$ cat config.mk
export PLATFORM = sky130hd
export DESIGN_NAME = branch_sequencer
export DESIGN_NICKNAME = d
export VERILOG_FILES = /design/src/rtl/hap_pkg.sv /design/src/rtl/branch_rstack.sv /design/src/rtl/branch_sequencer.sv
export SDC_FILE = /design/constraint.sdc
export NUM_CORES = 1
export LEC_CHECK = 0
export ABC_AREA = 1
export BUFFER_PORTS_ARGS = -buffer_cell sky130_fd_sc_hd__buf_2
export CELL_PAD_IN_SITES_DETAIL_PLACEMENT = 1
export CELL_PAD_IN_SITES_GLOBAL_PLACEMENT = 1
export CORE_MARGIN = 2
export CORE_UTILIZATION = 32
export CTS_CLUSTER_SIZE = 24
export DETAILED_ROUTE_END_ITERATION = 6
export PLACE_DENSITY = 0.76
export REMOVE_ABC_BUFFERS = 1
export SLEW_MARGIN = 30
export SYNTH_ARGS = -nofsm -noshare
export SYNTH_HDL_FRONTEND = slang
export SYNTH_SLANG_ARGS = --single-unit
$ cat constraint.sdc
create_clock -name clk -period 1.7 [get_ports clk]
set_input_delay 0 -clock clk [delete_from_list [all_inputs] [get_ports clk]]
set_output_delay 0 -clock clk [all_outputs]
set_load 0.02 [all_outputs]
$ cat src/rtl/hap_pkg.sv
// Opcode map, FSM encoding and field helpers shared by the branch sequencer and its stack.
// BRANCH_SEQUENCER_CALL_EN makes CALL/RET control opcodes instead of issued ones.
package hap_pkg;

    localparam int OPC_W = 5;

    // Compare set, executed downstream by the compare unit
    localparam logic [OPC_W-1:0] OP_LT   = 5'b01000;
    localparam logic [OPC_W-1:0] OP_LE   = 5'b01001;
    localparam logic [OPC_W-1:0] OP_GT   = 5'b01010;
    localparam logic [OPC_W-1:0] OP_GE   = 5'b01011;
    localparam logic [OPC_W-1:0] OP_EQ   = 5'b01100;
    localparam logic [OPC_W-1:0] OP_NE   = 5'b01101;

    localparam logic [OPC_W-1:0] OP_JMP  = 5'b10001;
    localparam logic [OPC_W-1:0] OP_BRT  = 5'b10010;
    localparam logic [OPC_W-1:0] OP_BRF  = 5'b10011;
    localparam logic [OPC_W-1:0] OP_HLT  = 5'b10100;
    localparam logic [OPC_W-1:0] OP_CALL = 5'b10101;
    localparam logic [OPC_W-1:0] OP_RET  = 5'b10110;

    typedef enum logic [1:0] {
        ST_FETCH  = 2'd0,
        ST_DECODE = 2'd1,
        ST_HALT   = 2'd2
    } seq_state_e;

    // True for opcodes consumed by the sequencer rather than issued downstream
    function automatic logic is_ctrl_op(input logic [OPC_W-1:0] opc);
        logic ctrl;
        ctrl = (opc == OP_JMP) || (opc == OP_BRT) || (opc == OP_BRF) || (opc == OP_HLT);
`ifdef BRANCH_SEQUENCER_CALL_EN
        ctrl = ctrl || (opc == OP_CALL) || (opc == OP_RET);
`endif
        return ctrl;
    endfunction

endpackage

$ cat src/rtl/branch_rstack.sv
// LIFO of return addresses for CALL/RET; only built when BRANCH_SEQUENCER_CALL_EN is defined.
// Push and pop are ignored when full and empty respectively; the caller treats those as errors.
`ifdef BRANCH_SEQUENCER_CALL_EN
module branch_rstack #(
    parameter int DEPTH = 4,
    parameter int W     = 8
) (
    input  logic         clk,
    input  logic         rst_n,
    input  logic         push_i,
    input  logic         pop_i,
    input  logic [W-1:0] push_data_i,
    output logic [W-1:0] top_data_o,
    output logic         full_o,
    output logic         empty_o
);
    localparam int CNT_W = $clog2(DEPTH + 1);
    localparam int IDX_W = (DEPTH > 1) ? $clog2(DEPTH) : 1;

    logic [W-1:0]     mem_q [DEPTH];
    logic [CNT_W-1:0] cnt_q;
    logic [CNT_W-1:0] cnt_dec;
    logic [IDX_W-1:0] wr_idx;
    logic [IDX_W-1:0] top_idx;

    always_comb begin
        cnt_dec = cnt_q - CNT_W'(1);
        wr_idx  = IDX_W'(cnt_q);
        top_idx = IDX_W'(cnt_dec);
        full_o  = (cnt_q == CNT_W'(DEPTH));
        empty_o = (cnt_q == '0);
        top_data_o = mem_q[top_idx];
    end

    // Entries themselves need no reset: an empty count hides them
    always_ff @(posedge clk) begin
        if (!rst_n) begin
            cnt_q <= '0;
        end else if (push_i && !full_o) begin
            mem_q[wr_idx] <= push_data_i;
            cnt_q         <= cnt_q + CNT_W'(1);
        end else if (pop_i && !empty_o) begin
            cnt_q <= cnt_dec;
        end
    end

endmodule
`endif

$ cat src/rtl/branch_sequencer.sv
// Fetch/decode sequencer: owns the PC, resolves branches against the latched compare flag,
// and issues everything else downstream. Optional CALL/RET via BRANCH_SEQUENCER_CALL_EN.
//
// state   | meaning
// FETCH   | imem_req high, waiting for imem_ready to capture the instruction
// DECODE  | ir valid: resolve branch/halt locally or issue (held while stall)
// HALT    | stopped until reset; flag still tracks the compare unit
module branch_sequencer
    import hap_pkg::*;
#(
    parameter int PC_W     = 8,
    parameter int INSTR_W  = 16,
    parameter int RSTACK_D = 4
) (
    input  logic               clk,
    input  logic               rst_n,
    output logic               imem_req,
    input  logic               imem_ready,
    input  logic [INSTR_W-1:0] instr,
    output logic [PC_W-1:0]    pc,
    input  logic               cmp_valid,
    input  logic               cmp_result,
    input  logic               stall,
    output logic               issue_valid,
    output logic [OPC_W-1:0]   issue_opcode,
    output logic [INSTR_W-1:0] issue_instr,
    output logic               flag,
    output logic               halted
`ifdef BRANCH_SEQUENCER_CALL_EN
    ,
    output logic               stack_err
`endif
);

    if (RSTACK_D < 2) begin : g_depth_chk
        $error("branch_sequencer: RSTACK_D must be at least 2");
    end

    seq_state_e         state_q;
    logic [PC_W-1:0]    pc_q;
    logic [INSTR_W-1:0] ir_q;
    logic               flag_q;
    logic               halted_q;

    logic [OPC_W-1:0]   opc;
    logic [PC_W-1:0]    tgt;
    logic [PC_W-1:0]    pc_inc;
    logic               br_flag;
    logic               br_taken;
    logic               is_ctrl;

    always_comb begin
        opc      = ir_q[INSTR_W-1 -: OPC_W];
        tgt      = ir_q[PC_W-1:0];
        pc_inc   = pc_q + PC_W'(1);
        // A compare landing in the same cycle as the branch wins over the stored flag
        br_flag  = cmp_valid ? cmp_result : flag_q;
        br_taken = (opc == OP_BRT) ? br_flag : ~br_flag;
        is_ctrl  = is_ctrl_op(opc);
    end

`ifdef BRANCH_SEQUENCER_CALL_EN
    logic            stack_err_q;
    logic            rs_push;
    logic            rs_pop;
    logic            rs_full;
    logic            rs_empty;
    logic [PC_W-1:0] rs_top;

    always_comb begin
        rs_push = (state_q == ST_DECODE) && (opc == OP_CALL) && !rs_full;
        rs_pop  = (state_q == ST_DECODE) && (opc == OP_RET)  && !rs_empty;
    end

    branch_rstack #(
        .DEPTH (RSTACK_D),
        .W     (PC_W)
    ) u_rstack (
        .clk         (clk),
        .rst_n       (rst_n),
        .push_i      (rs_push),
        .pop_i       (rs_pop),
        .push_data_i (pc_inc),
        .top_data_o  (rs_top),
        .full_o      (rs_full),
        .empty_o     (rs_empty)
    );

    assign stack_err = stack_err_q;
`endif

    always_ff @(posedge clk) begin
        if (!rst_n) begin
            state_q  <= ST_FETCH;
            pc_q     <= '0;
            ir_q     <= '0;
            flag_q   <= 1'b0;
            halted_q <= 1'b0;
`ifdef BRANCH_SEQUENCER_CALL_EN
            stack_err_q <= 1'b0;
`endif
        end else begin
            if (cmp_valid) begin
                flag_q <= cmp_result;
            end
            case (state_q)
                ST_FETCH: begin
                    if (imem_ready) begin
                        ir_q    <= instr;
                        state_q <= ST_DECODE;
                    end
                end
                ST_DECODE: begin
                    case (opc)
                        OP_JMP: begin
                            pc_q    <= tgt;
                            state_q <= ST_FETCH;
                        end
                        OP_BRT, OP_BRF: begin
                            pc_q    <= br_taken ? tgt : pc_inc;
                            state_q <= ST_FETCH;
                        end
                        OP_HLT: begin
                            halted_q <= 1'b1;
                            state_q  <= ST_HALT;
                        end
`ifdef BRANCH_SEQUENCER_CALL_EN
                        OP_CALL: begin
                            if (rs_full) begin
                                halted_q    <= 1'b1;
                                stack_err_q <= 1'b1;
                                state_q     <= ST_HALT;
                            end else begin
                                pc_q    <= tgt;
                                state_q <= ST_FETCH;
                            end
                        end
                        OP_RET: begin
                            if (rs_empty) begin
                                halted_q    <= 1'b1;
                                stack_err_q <= 1'b1;
                                state_q     <= ST_HALT;
                            end else begin
                                pc_q    <= rs_top;
                                state_q <= ST_FETCH;
                            end
                        end
`endif
                        default: begin
                            if (!stall) begin
                                pc_q    <= pc_inc;
                                state_q <= ST_FETCH;
                            end
                        end
                    endcase
                end
                ST_HALT: begin
                    state_q <= ST_HALT;
                end
                default: begin
                    state_q <= ST_FETCH;
                end
            endcase
        end
    end

    always_comb begin
        imem_req     = (state_q == ST_FETCH);
        issue_valid  = (state_q == ST_DECODE) && !is_ctrl && !stall;
        issue_opcode = opc;
        issue_instr  = ir_q;
        pc           = pc_q;
        flag         = flag_q;
        halted       = halted_q;
    end

endmodule
# Yosys cells after proc, flatten, opt, wreduce, memory -nomap -nowiden
# Cells that the tools add are included.
# W data, S select, Z words.
# classes
add_sub_neg	1
n_eq_ne	9
mux	9
n_bitwise	2
reduce_logical	14
# ops
operator	count
$pmux W8 S3	1
$eq A5 B5 Y1 const B	4
$mux W8	2
$add A8 B1 Y8 const B	1
$pmux W2 S3	1
$reduce_and A2 Y1	3
$mux W2	2
$ne A4 B4 Y1 const B	1
$pmux W2 S2	1
$logic_or A1 B1 Y1	3
$ne A3 B1 Y1 const B	1
$reduce_and A3 Y1	1
$reduce_or A3 Y1	1
$eq A2 B1 Y1 const B	1
$eq A2 B2 Y1 const B	1
$logic_and A1 B1 Y1	2
$logic_not A1 Y1	2
$logic_not A2 Y1	1
$mux W1	2
$ne A2 B1 Y1 const B	1
$not A1 Y1	2
$reduce_or A2 Y1	1
# word_totals
regBits	28
elab_cells	40

# Depth between registers and ports, before layout
# Gate-level depths: netlist of the first run.
# logic_depth
depth_word	7
mapped_depth	10

# Least setup slack after synthesis of the first run
# No wires, ideal clock.
# synth_timing
path_kind	register to register
start	reg pc_q[0], in the netlist pc[0]
end	reg pc_q[6], in the netlist pc[6]
setup_ns	0.109
t_arrival_ns	1.274
slack_ns	0.317
stages_incl_launch_ff	9
n_path_buf	0
cell_sequence	dfxtp_1 ha_1 nand3_1 o21ai_0 nand2_1 nand3_1 nand3_1 nand2_1 inv_1
# synth_between
elab_chain_len	3
word_cells_on_any_way	4
cone_classes	add/sub (1); mux (3)
# synth_lines
item	line	text
start, declared	branch_sequencer.sv:40	logic [PC_W-1:0] pc_q;
start signal, assigned	branch_sequencer.sv:116	pc_q <= tgt;
start signal, assigned	branch_sequencer.sv:120	pc_q <= br_taken ? tgt : pc_inc;
start signal, assigned	branch_sequencer.sv:151	pc_q <= pc_inc;
$add A8 B1 Y8 *	branch_sequencer.sv:55	pc_inc = pc_q + PC_W'(1);
$mux W8, on equally long branches	branch_sequencer.sv:150, branch_sequencer.sv:120	
$pmux W8 S3 *	branch_sequencer.sv:114	case (opc)
# Mark *: on every way between the ends. The rest lies on a longest branch, timed or not. The select of a mux whose other input is x is not followed.
# A chain may end at the register's enable or synchronous reset.

# Worst setup path after layout of the first run
# Ends and elaborated chain as after synthesis.

==> out/metrics.cfg, run 1 <==
[clock_network]
cts.repair_timing.setup_buffer_count = 0
cts_root_buf = sky130_fd_sc_hd__clkbuf_8
clock_sink_count = 28
tritoncts_clock_tree = built
cts_max_path_buffers = 2
worst_setup_hold_path_clk_slew_ns = 0.10
worstSkewPairLatency_ns = 0.27
h-tree-depth = 1
number_of_buffers_added_by_the_clock_tree_synthesis_step = 3

[global_routing]
grtUsageTotal_pct = 17.0
grt_first_pass_wirelength_um = 6870
globalRoute.totalOverflow = 0
initial_antenna_violation_count = 0
grt_pass1_vias = 1483
largest_net_degree_at_the_start_of_global_routing = 23

[run_status]
run_status = complete, no violations

[setup_path]
worst_setup_path_start_kind = register
worst_path_required_ns = 1.89
criticalPathCategory = register to register
critical_path.endpoint_type = register
worstPathArrival_ns = 1.64
highest_fanout_seen_on_the_critical_path = 6

[power]
power.share.clock_pct = 32.1
leakagePower_nw = 0.944
p_seq_share_pct = 45.7
worst_ir_drop_vdd_mv = 0.395
combinational_power_share_pct = 22.2
internal_power_mw = 1.16
sw_frac_of_total_pct = 29.7
p_switching_uw = 488
powerDensity_mw_per_mm2 = 880

[sta]
timing_hold_violations_final = 0
timing_max_transition_violations_final = 0
final_period_minus_worst_setup_slack_ns = 1.45
clock_skew_ns = 0.00407
setup_violations = 0
timing.hold.ws_ns = 0.00330
worst_margin_slew_ns = 0.434
fmax_mhz = 689
finalSetupTns_ns = 0
post-route-period-util_pct = 85.4
rsz0062_at_grt = false
worst_max_slew_margin_expressed_relative_to_the_limit_pct = 71.0

[route]
router_iterations_before_antenna_repair = 4
route.vias.total = 1488
postRouteAntennaNets = 0
detail_route.drc_violations = 0
detail_route.wirelength_um = 4000
post_drt_via_cell_ratio = 4.62
drt_iter0_markers = 38
wl_per_cell_um = 12.4

[job]
maxCapViolations = 0

[synth]
post_synth_inst_count = 210
synth_largest_area_cell = sky130_fd_sc_hd__dfxtp_1
synth.avg_cell_area_um2 = 6.67
synthesis.area_mm2 = 0.00140
post_synthesis_async_set_or_reset_flop_share_pct = 0
synth-edff-count = 0
synth_top_cell_area_share_pct = 40.0
ys_top_cells_by_area = sky130_fd_sc_hd__dfxtp_1 (40%), sky130_fd_sc_hd__nand2_1 (11%), sky130_fd_sc_hd__nor2_1 (8.3%)
sequential_share_of_the_synthesized_area_pct = 40.0
synth-main-ff-cell = sky130_fd_sc_hd__dfxtp_1
synth.lib_cells_used.distinct = 22
yosysMostFrequentCell = sky130_fd_sc_hd__nand2_1
postSynthRegisterBits = 28
yosys-top-cells-count = sky130_fd_sc_hd__nand2_1 (41), sky130_fd_sc_hd__nor2_1 (31), sky130_fd_sc_hd__dfxtp_1 (28), sky130_fd_sc_hd__inv_1 (28), sky130_fd_sc_hd__nand3_1 (21)
synth-warning-count = 0

[layout]
final_nets = 294
drive_above_1_share_pct = 26.3
area_growth_syn_to_layout_pct = 33.3
instances_no_fill = 322
antenna-diode-count = 0

[floorplan]
io_pins = 55
overall_die_height_um = 70.2
die-area_mm2 = 0.00492
initial_util_pct = 32.6
floorplan.core_area_mm2 = 0.00429
rows = 24
die_width_um = 70.2

[worst_hold_path]
min-delay-path-class = input pin to register

[placed_design]
routabilityCongestion = 0.766
placement.io_buffers = 54
dp.cells = 308
dp_hpwl_um = 2940

-- flip-flops by register name, summed over array words and instances, names as in the netlist --
register     cells
state_q          2
halted           1
issue_instr     16
pc               8
flag             1
-- cells by family (layout without fill, tap and decap cells) --
family | after synthesis | after routing | synth area share [%]
buffers and inverters | 41 | 101 | 12.7
adders and majority gates | 1 | 1 | 0.893
and+or+nand+nor | 103 | 103 | 32.4
xor gates and xnor gates | 3 | 3 | 1.88
AOI/OAI and AO/OA | 34 | 34 | 12.1
DFF | 28 | 28 | 40.0
-- area by class of cell --
cell class,count,area (µm²)
Inverter,30,115
Timing Repair Buffer,67,393
Clock buffer,3,41.3
Sequential cell,28,561
Multi-Input combinational cell,141,663
Clock inverter,1,30.0
Fill cell,584,2430
Tap cell,52,65.1
-- timing repair --
| item | in CTS | in global routing |
|---|---|---|
| hold buffers | 10 | 0 |
| hold endpoints to repair | 10 | 0 |
| gates resized for setup | 0 | 0 |
-- placed cells by master, fill, tap and decap left out, types with 2 or more instances in the layout --
| cell | n |
|---|---|
| sky130_fd_sc_hd__nor2_1 | 31 |
| sky130_fd_sc_hd__xor2_1 | 3 |
| sky130_fd_sc_hd__clkbuf_8 | 3 |
| sky130_fd_sc_hd__nand2_1 | 41 |
| sky130_fd_sc_hd__nor2_2 | 3 |
| sky130_fd_sc_hd__inv_1 | 28 |
| sky130_fd_sc_hd__dlygate4sd3_1 | 10 |
| sky130_fd_sc_hd__buf_4 | 3 |
| sky130_fd_sc_hd__a21oi_1 | 17 |
| sky130_fd_sc_hd__o21ai_0 | 17 |
| sky130_fd_sc_hd__buf_2 | 54 |
| sky130_fd_sc_hd__dfxtp_1 | 28 |
| sky130_fd_sc_hd__nand3_2 | 2 |
| sky130_fd_sc_hd__nand3_1 | 21 |
-- metrics by stage --
stage	total power, mW	setup slack (ns)	area, µm²	util, %
finish	1.64	0.249	1870	43.5
CTS	1.66	0.226	1870	43.5
floorplan	0.977	0.00814	1340	-
global placement	1.11	0.282	1700	39.5
detailed placement	1.12	0.244	1700	39.5
global route	1.75	0.0805	1870	43.5
-- power groups by stage --
stage | combinational [mW] | sequential, mW | clock, mW
6_report | 0.365 | 0.751 | 0.527
2_1_floorplan | 0.146 | 0.831 | 0
4_1_cts | 0.369 | 0.752 | 0.536
5_1_grt | 0.406 | 0.760 | 0.587
3_3_place_gp | 0.345 | 0.766 | 0
3_5_place_dp | 0.349 | 0.767 | 0
-- per-layer routing --
layer / wire, µm / global-route usage [%] / up-vias
li1: - / - / 770
met1: 1950 / 22.8 / 688
met2: 1930 / 29.5 / 28
met3: 99 / 1.30 / 2
met4: 27 / 4.49 / 0
met5: 0 / 0 / -
-- worst paths after layout --
path / start / end / slack [ns] / cells past startpoint
max: pc[0]$_SDFFE_PN0P_ / pc[6]$_SDFFE_PN0P_ / 0.25 / 8
min: instr[14] / issue_instr[14]$_SDFFE_PN0P_ / 0.003 / 3
max reg2reg: pc[0]$_SDFFE_PN0P_ / pc[6]$_SDFFE_PN0P_ / 0.25 / 8
min reg2reg: halted$_SDFFE_PN0P_ / halted$_SDFFE_PN0P_ / 0.48 / 2
-- worst max-delay path, stage by stage, from the launching register on --
cell and delay [ns]:
sky130_fd_sc_hd__dfxtp_1 0.47, sky130_fd_sc_hd__ha_1 0.23, sky130_fd_sc_hd__nand3_1 0.14, sky130_fd_sc_hd__o21ai_0 0.19, sky130_fd_sc_hd__nand2_1 0.08, sky130_fd_sc_hd__nand3_1 0.08
sky130_fd_sc_hd__nand3_1 0.08, sky130_fd_sc_hd__nand2_1 0.06, sky130_fd_sc_hd__inv_1 0.03
Power figures use the tool's default switching activity.
==> run 2: changes to the inputs <==
--- a/config.mk
+++ b/config.mk
@@ -6,14 +6,14 @@
 export NUM_CORES = 1
 export LEC_CHECK = 0
 export ABC_AREA = 1
-export BUFFER_PORTS_ARGS = -buffer_cell sky130_fd_sc_hd__buf_2
 export CELL_PAD_IN_SITES_DETAIL_PLACEMENT = 1
 export CELL_PAD_IN_SITES_GLOBAL_PLACEMENT = 1
 export CORE_MARGIN = 2
-export CORE_UTILIZATION = 32
+export CORE_UTILIZATION = 41
 export CTS_CLUSTER_SIZE = 24
 export DETAILED_ROUTE_END_ITERATION = 6
-export PLACE_DENSITY = 0.76
+export DONT_BUFFER_PORTS = 1
+export PLACE_DENSITY = 0.74
 export REMOVE_ABC_BUFFERS = 1
 export SLEW_MARGIN = 30
 export SYNTH_ARGS = -nofsm -noshare
==> run 2 against run 1 <==
  * Wire length is 12% higher
  * Combinational power is 11% lower
  * Clock power is 13% lower
  * Via count is 2.8% lower
==> out/metrics.cfg, run 2 (synthesis gave the netlist of run 1 again) <==
[floorplan]
die_width_um = 62.5  ; -11%
die-area_mm2 = 0.00390  ; -21%
floorplan.core_area_mm2 = 0.00331  ; -23%
overall_die_height_um = 62.5  ; -11%
initial_util_pct = 42.3  ; +9.7 points
rows = 21  ; -13%
io_pins = 55  ; unchanged

[global_routing]
grtUsageTotal_pct = 24.7  ; +7.6 points
grt_first_pass_wirelength_um = 7710  ; +12%
initial_antenna_violation_count = 0  ; unchanged
grt_pass1_vias = 1640  ; +11%
globalRoute.totalOverflow = 0  ; unchanged
largest_net_degree_at_the_start_of_global_routing = 19  ; -17%

[sta]
clock_skew_ns = 0.00211  ; -0.00196 ns
worst_margin_slew_ns = 0.532  ; +0.0977 ns
timing_hold_violations_final = 0  ; unchanged
setup_violations = 0  ; unchanged
final_critical_path_setup_slack_ns = 0.0828  ; -0.166 ns
worst_max_slew_margin_expressed_relative_to_the_limit_pct = 64.4  ; -6.6 points
timing.hold.ws_ns = 0.101  ; +0.0972 ns
final_period_minus_worst_setup_slack_ns = 1.62  ; +0.166 ns
finalSetupTns_ns = 0  ; unchanged
timing_max_transition_violations_final = 0  ; unchanged
fmax_mhz = 618  ; -10%
post-route-period-util_pct = 95.1  ; +9.8 points
rsz0062_at_grt = false

[layout]
antenna-diode-count = 0  ; unchanged
largest_register_ffs = 16  ; unchanged
final_design_area_no_fill_mm2 = 0.00179  ; -4.3%
finish.utilization_pct = 54.0  ; +11 points
drive_above_1_share_pct = 12.5  ; -14 points
final_nets = 264  ; -10%
area_growth_syn_to_layout_pct = 27.6
layout.cells.most_common_list = sky130_fd_sc_hd__nand2_1 (41), sky130_fd_sc_hd__nor2_1 (31), sky130_fd_sc_hd__inv_1 (28), sky130_fd_sc_hd__dfxtp_1 (28)
layout_commonest_cell = sky130_fd_sc_hd__nand2_1
final_layout_fill_cell_count = 439  ; -25%
instances_no_fill = 286  ; -11%

[clock_network]
cts_max_path_buffers = 2  ; unchanged
cts_root_buf = sky130_fd_sc_hd__clkbuf_4
tritoncts_clock_tree = built
worstSkewPairLatency_ns = 0.35  ; +0.08 ns
number_of_buffers_added_by_the_clock_tree_synthesis_step = 3  ; unchanged
worst_setup_hold_path_clk_slew_ns = 0.16  ; +0.06 ns
clock_sink_count = 28  ; unchanged
h-tree-depth = 1  ; unchanged

[power]
fin_total_pwr_mw = 1.57  ; -4.5%
leakagePower_nw = 0.804  ; -15%
powerDensity_mw_per_mm2 = 878  ; -0.21%
worst_ir_drop_vdd_mv = 0.481  ; +22%

[setup_path]
r2r_slack_ns = 0.16  ; -0.09 ns
cell_type_of_the_slowest_stage_on_the_worst_timing_path = sky130_fd_sc_hd__dfxtp_1
worstPathArrival_ns = 1.62  ; -0.02 ns
reg2regPathDepth = 8  ; unchanged
worst_path_required_ns = 1.70  ; -0.19 ns
criticalPathCategory = register to primary output
path_cells = inv_1 > nand4_1 > buf_6 > nand3_1 > nor2_1 > buf_4
highest_fanout_seen_on_the_critical_path = 11  ; +5
slowest_delay_ns = 0.39  ; -0.08 ns
critical_path.endpoint_type = primary output
worst_setup_path_start_kind = register
regToRegEndpoint = pc[2]$_SDFFE_PN0P_
timing.rr.start = flag$_SDFF_PN0_

[worst_hold_path]
worstHoldStart = imem_ready
worstHoldPathCells = 2  ; -1
min-delay-path-class = input pin to register
worstHoldEndpoint = issue_instr[1]$_SDFFE_PN0P_

[route]
router_iterations_before_antenna_repair = 4  ; unchanged
post_drt_via_cell_ratio = 5.06  ; +9.4%
route.vias.total = 1446  ; -2.8%
postRouteAntennaNets = 0  ; unchanged
detail_route.wirelength_um = 4500  ; +12%
detail_route.drc_violations = 0  ; unchanged
drt_iter0_markers = 36  ; -5.3%
wl_per_cell_um = 15.7  ; +27%

[placed_design]
detailed_place.area_mm2 = 0.00152  ; -11%
dp.cells = 261  ; -15%
placement.setup.worst_slack_ns = 0.223  ; -0.0207 ns
placement.io_buffers = 0  ; -100%
dp_hpwl_um = 3060  ; +3.9%
routabilityCongestion = 0.800  ; +4.4%

[run_status]
run_status = complete, no violations

[job]
maxCapViolations = 0  ; unchanged

-- run 2: cell types whose count changed in the layout (fill, tap and decap cells not counted), sizes merged --
cell         before  now
buf              57   16
dlygate4sd3      10   21
-- run 2: what timing repair did --
item,CTS,global route
resized for setup,0,2
endpoints found under the setup margin,0,1
endpoints found under the hold margin,19,0
buffers inserted,0,0
hold buffers,21,0
-- run 2: layout make-up --
cell class	count	area [µm²]	share of cell area (%)
tap	46	57.6	3.22
clock inverter	1	30.0	1.68
multi-input combinational	141	668	37.4
inverter	30	115	6.44
sequential	28	561	31.4
clock buffer	3	22.5	1.26
timing repair buffer	37	334	18.7
-- run 2: report_power, final --
part	internal (mW)	leakage [nW]	switching, mW
clock network	0.239	0.0279	0.221
logic	0.126	0.545	0.198
registers	0.707	0.231	0.0797
total	1.07	0.804	0.498
-- run 2: metal layers --
layer	vias up	track usage, %	routed length (µm)
met3	9	4.86	213
met5	-	0	0
met2	42	47.6	2420
met4	0	7.78	85
met1	682	26.7	1780
li1	713	-	-
-- run 2: worst max path at each step --
| stage | from | slack (ns) | end | cells after the start |
|---|---|---|---|---|
| detailed placement | issue_instr[15]$_SDFFE_PN0P_ | 0.22 | pc[4]$_SDFFE_PN0P_ | 9 |
| floorplan | issue_instr[11]$_SDFFE_PN0P_ | 0.008 | pc[1]$_SDFFE_PN0P_ | 7 |
| CTS | state_q[0]$_SDFFE_PN0P_ | 0.12 | issue_valid | 7 |
| global placement | issue_instr[15]$_SDFFE_PN0P_ | 0.27 | pc[2]$_SDFFE_PN0P_ | 9 |
| global route | flag$_SDFF_PN0_ | 0.01 | pc[2]$_SDFFE_PN0P_ | 8 |
| finish | issue_instr[12]$_SDFFE_PN0P_ | 0.08 | issue_valid | 6 |
-- run 2: critical path: cells and delay by family (launching register included) --
| kind | cells | cell delay, ns |
|---|---|---|
| flops | 1 | 0.39 |
| simple gates | 3 | 0.43 |
| buf+inv | 3 | 0.44 |
==> run 3: changes to the inputs <==
--- a/config.mk
+++ b/config.mk
@@ -8,6 +8,7 @@
 export ABC_AREA = 1
 export CELL_PAD_IN_SITES_DETAIL_PLACEMENT = 1
 export CELL_PAD_IN_SITES_GLOBAL_PLACEMENT = 1
+export CORE_ASPECT_RATIO = 1.2
 export CORE_MARGIN = 2
 export CORE_UTILIZATION = 41
 export CTS_CLUSTER_SIZE = 24
==> run 3 against run 2 <==
  * Critical path depth down 1
  * Non-clock buffer count down 1
  * Global-route usage down 0.82 points
  * Worst setup slack better by 0.14 ns
  * Hold slack worse by 0.044 ns
  * Fmax up 9.6%
  * Sequential cell count unchanged
  * Design area down 0.28%
  * Clock skew about the same
  * Sequential power about the same
  * Critical path type is now register to register
  * Largest cell class unchanged
==> out/metrics.cfg, run 3 (synthesis gave the netlist of run 1 again) <==
[layout]
antenna-diode-count = 0  ; unchanged
layout.cells.most_common_list = sky130_fd_sc_hd__nand2_1 (40), sky130_fd_sc_hd__nor2_1 (31), sky130_fd_sc_hd__inv_1 (28), sky130_fd_sc_hd__dfxtp_1 (28), sky130_fd_sc_hd__nand3_1 (21)
layout_commonest_cell = sky130_fd_sc_hd__nand2_1
largest_register_ffs = 16  ; unchanged
final_nets = 263  ; -0.38%
drive_above_1_share_pct = 13.4  ; +0.89 points
final_layout_fill_cell_count = 421  ; -4.1%
area_growth_syn_to_layout_pct = 27.2

[global_routing]
globalRoute.totalOverflow = 0  ; unchanged
grt_first_pass_wirelength_um = 7130  ; -7.5%
grt_pass1_vias = 1546  ; -5.7%
grtUsageTotal_pct = 23.8  ; -0.82 points
initial_antenna_violation_count = 0  ; unchanged
largest_net_degree_at_the_start_of_global_routing = 18  ; -1

[job]
maxCapViolations = 0  ; unchanged

[floorplan]
overall_die_height_um = 68.0  ; +8.9%
die-area_mm2 = 0.00390  ; about the same
rows = 23  ; +9.5%
floorplan.core_area_mm2 = 0.00331  ; about the same
initial_util_pct = 42.3  ; about the same
io_pins = 55  ; unchanged
die_width_um = 57.4  ; -8.1%

[power]
powerDensity_mw_per_mm2 = 918  ; +4.6%
leakagePower_nw = 0.806  ; +0.26%
worst_ir_drop_vdd_mv = 0.605  ; +26%

[route]
postRouteAntennaNets = 0  ; unchanged
route.vias.total = 1465  ; +1.3%
post_drt_via_cell_ratio = 5.31  ; +5.0%
detail_route.drc_violations = 0  ; unchanged
detail_route.wirelength_um = 4360  ; -3.0%
drt_iter0_markers = 41  ; +14%
wl_per_cell_um = 15.8  ; +0.51%
router_iterations_before_antenna_repair = 4  ; unchanged

[placed_design]
routabilityCongestion = 0.800  ; +0.11%
dp_hpwl_um = 3020  ; -1.0%
placement.setup.worst_slack_ns = 0.291  ; +0.0679 ns
placement.io_buffers = 0  ; unchanged

[sta]
timing_hold_violations_final = 0  ; unchanged
worst_max_slew_margin_expressed_relative_to_the_limit_pct = 66.9  ; +2.5 points
timing_max_transition_violations_final = 0  ; unchanged
fmax_mhz = 678  ; +9.6%
worst_margin_slew_ns = 0.495  ; -0.0368 ns
final_critical_path_setup_slack_ns = 0.224  ; +0.141 ns
setup_violations = 0  ; unchanged
clock_skew_ns = 0.00223  ; +0.000120 ns
rsz0062_at_grt = false
finalSetupTns_ns = 0  ; unchanged
final_period_minus_worst_setup_slack_ns = 1.48  ; -0.141 ns
post-route-period-util_pct = 86.8  ; -8.3 points

[setup_path]
worst_setup_path_start_kind = register
worstSetupStartpoint = state_q[1]$_SDFFE_PN0P_
timing.rr.start = state_q[1]$_SDFFE_PN0P_
regToRegEndpoint = issue_instr[2]$_SDFFE_PN0P_
critical_path.endpoint_type = register
criticalPathCategory = register to register
highest_fanout_seen_on_the_critical_path = 14  ; +3
worstPathArrival_ns = 1.68  ; +0.06 ns
crit_end = issue_instr[2]$_SDFFE_PN0P_
r2r_slack_ns = 0.22  ; +0.06 ns
worst_path_required_ns = 1.90  ; +0.20 ns
reg2regPathDepth = 5  ; -3

[clock_network]
cts.repair_timing.setup_buffer_count = 0  ; unchanged
number_of_buffers_added_by_the_clock_tree_synthesis_step = 3  ; unchanged
cts_root_buf = sky130_fd_sc_hd__clkbuf_8
h-tree-depth = 1  ; unchanged
worstSkewPairLatency_ns = 0.28  ; -0.07 ns
tritoncts_clock_tree = built
clock_sink_count = 28  ; unchanged
cts_max_path_buffers = 2  ; unchanged
worst_setup_hold_path_clk_slew_ns = 0.10  ; -0.06 ns

[worst_hold_path]
min-delay-path-class = input pin to register

[run_status]
run_status = complete, no violations

-- run 3: cell count changes in the layout (fill, tap and decap cells not counted), sizes merged --
cell	change
dlygate4sd3	-1
-- run 3: power breakdown --
| part | internal, mW | switching, mW | leakage [nW] | total (mW) |
|---|---|---|---|---|
| clock | 0.315 | 0.216 | 0.0357 | 0.532 |
| sequential | 0.706 | 0.0799 | 0.231 | 0.786 |
| combinational | 0.123 | 0.197 | 0.539 | 0.320 |
| total | 1.14 | 0.493 | 0.806 | 1.64 |
-- run 3: area by class of cell --
type	count	area, µm²	share of cell area, %
Multi-Input combinational cell	141	669	37.5
Clock inverter	1	30.0	1.68
Clock buffer	3	41.3	2.32
Inverter	30	115	6.46
Timing Repair Buffer	36	320	18.0
Sequential cell	28	561	31.4
Tap cell	37	46.3	2.60
-- run 3: how the worst min path moves through the flow --
stage,start,to,slack [ns],cells past startpoint
floorplan,stall,issue_valid,0.08,1
global route,stall,state_q[0]$_SDFFE_PN0P_,0.06,4
finish,stall,state_q[0]$_SDFFE_PN0P_,0.06,4
global placement,rst_n,pc[1]$_SDFFE_PN0P_,0.13,2
CTS,stall,state_q[0]$_SDFFE_PN0P_,0.04,4
detailed placement,rst_n,pc[1]$_SDFFE_PN0P_,0.14,2
-- run 3: metal layers --
metal / part of all wire, % / routed length (µm) / track usage, % / vias up
li1: - / - / - / 713
met1: 38 / 1670 / 24.4 / 692
met2: 54 / 2340 / 47.2 / 50
met3: 5.5 / 241 / 4.35 / 10
met4: 2.5 / 110 / 9.59 / 0
met5: 0 / 0 / 0 / -
-- run 3: repair_timing --
item | 4_1_cts | 5_1_grt
resized for setup | 0 | 2
hold endpoints to repair | 18 | 1
hold buffers | 20 | 1
setup endpoints to repair | 0 | 1
-- run 3: per-stage QoR --
stage | hold WS, ns | total power [mW] | cells | instance area (µm²) | utilization (%)
after floorplan | 0.0798 | 0.977 | 199 | 1340 | -
after global placement | 0.132 | 1.06 | 252 | 1510 | 45.5
after detailed placement | 0.138 | 1.07 | 252 | 1510 | 45.5
after CTS | 0.0407 | 1.64 | 276 | 1780 | 53.7
after global routing | 0.0605 | 1.72 | 276 | 1780 | 53.9
final | 0.0562 | 1.64 | 276 | 1780 | 53.9
-- run 3: critical path: stages, from the launching register on --
cell and delay, ns:
sky130_fd_sc_hd__dfxtp_1 0.35, sky130_fd_sc_hd__nor2_1 0.15, sky130_fd_sc_hd__nand2_1 0.27, sky130_fd_sc_hd__inv_1 0.35, sky130_fd_sc_hd__nor2_1 0.11, sky130_fd_sc_hd__nor2_1 0.17
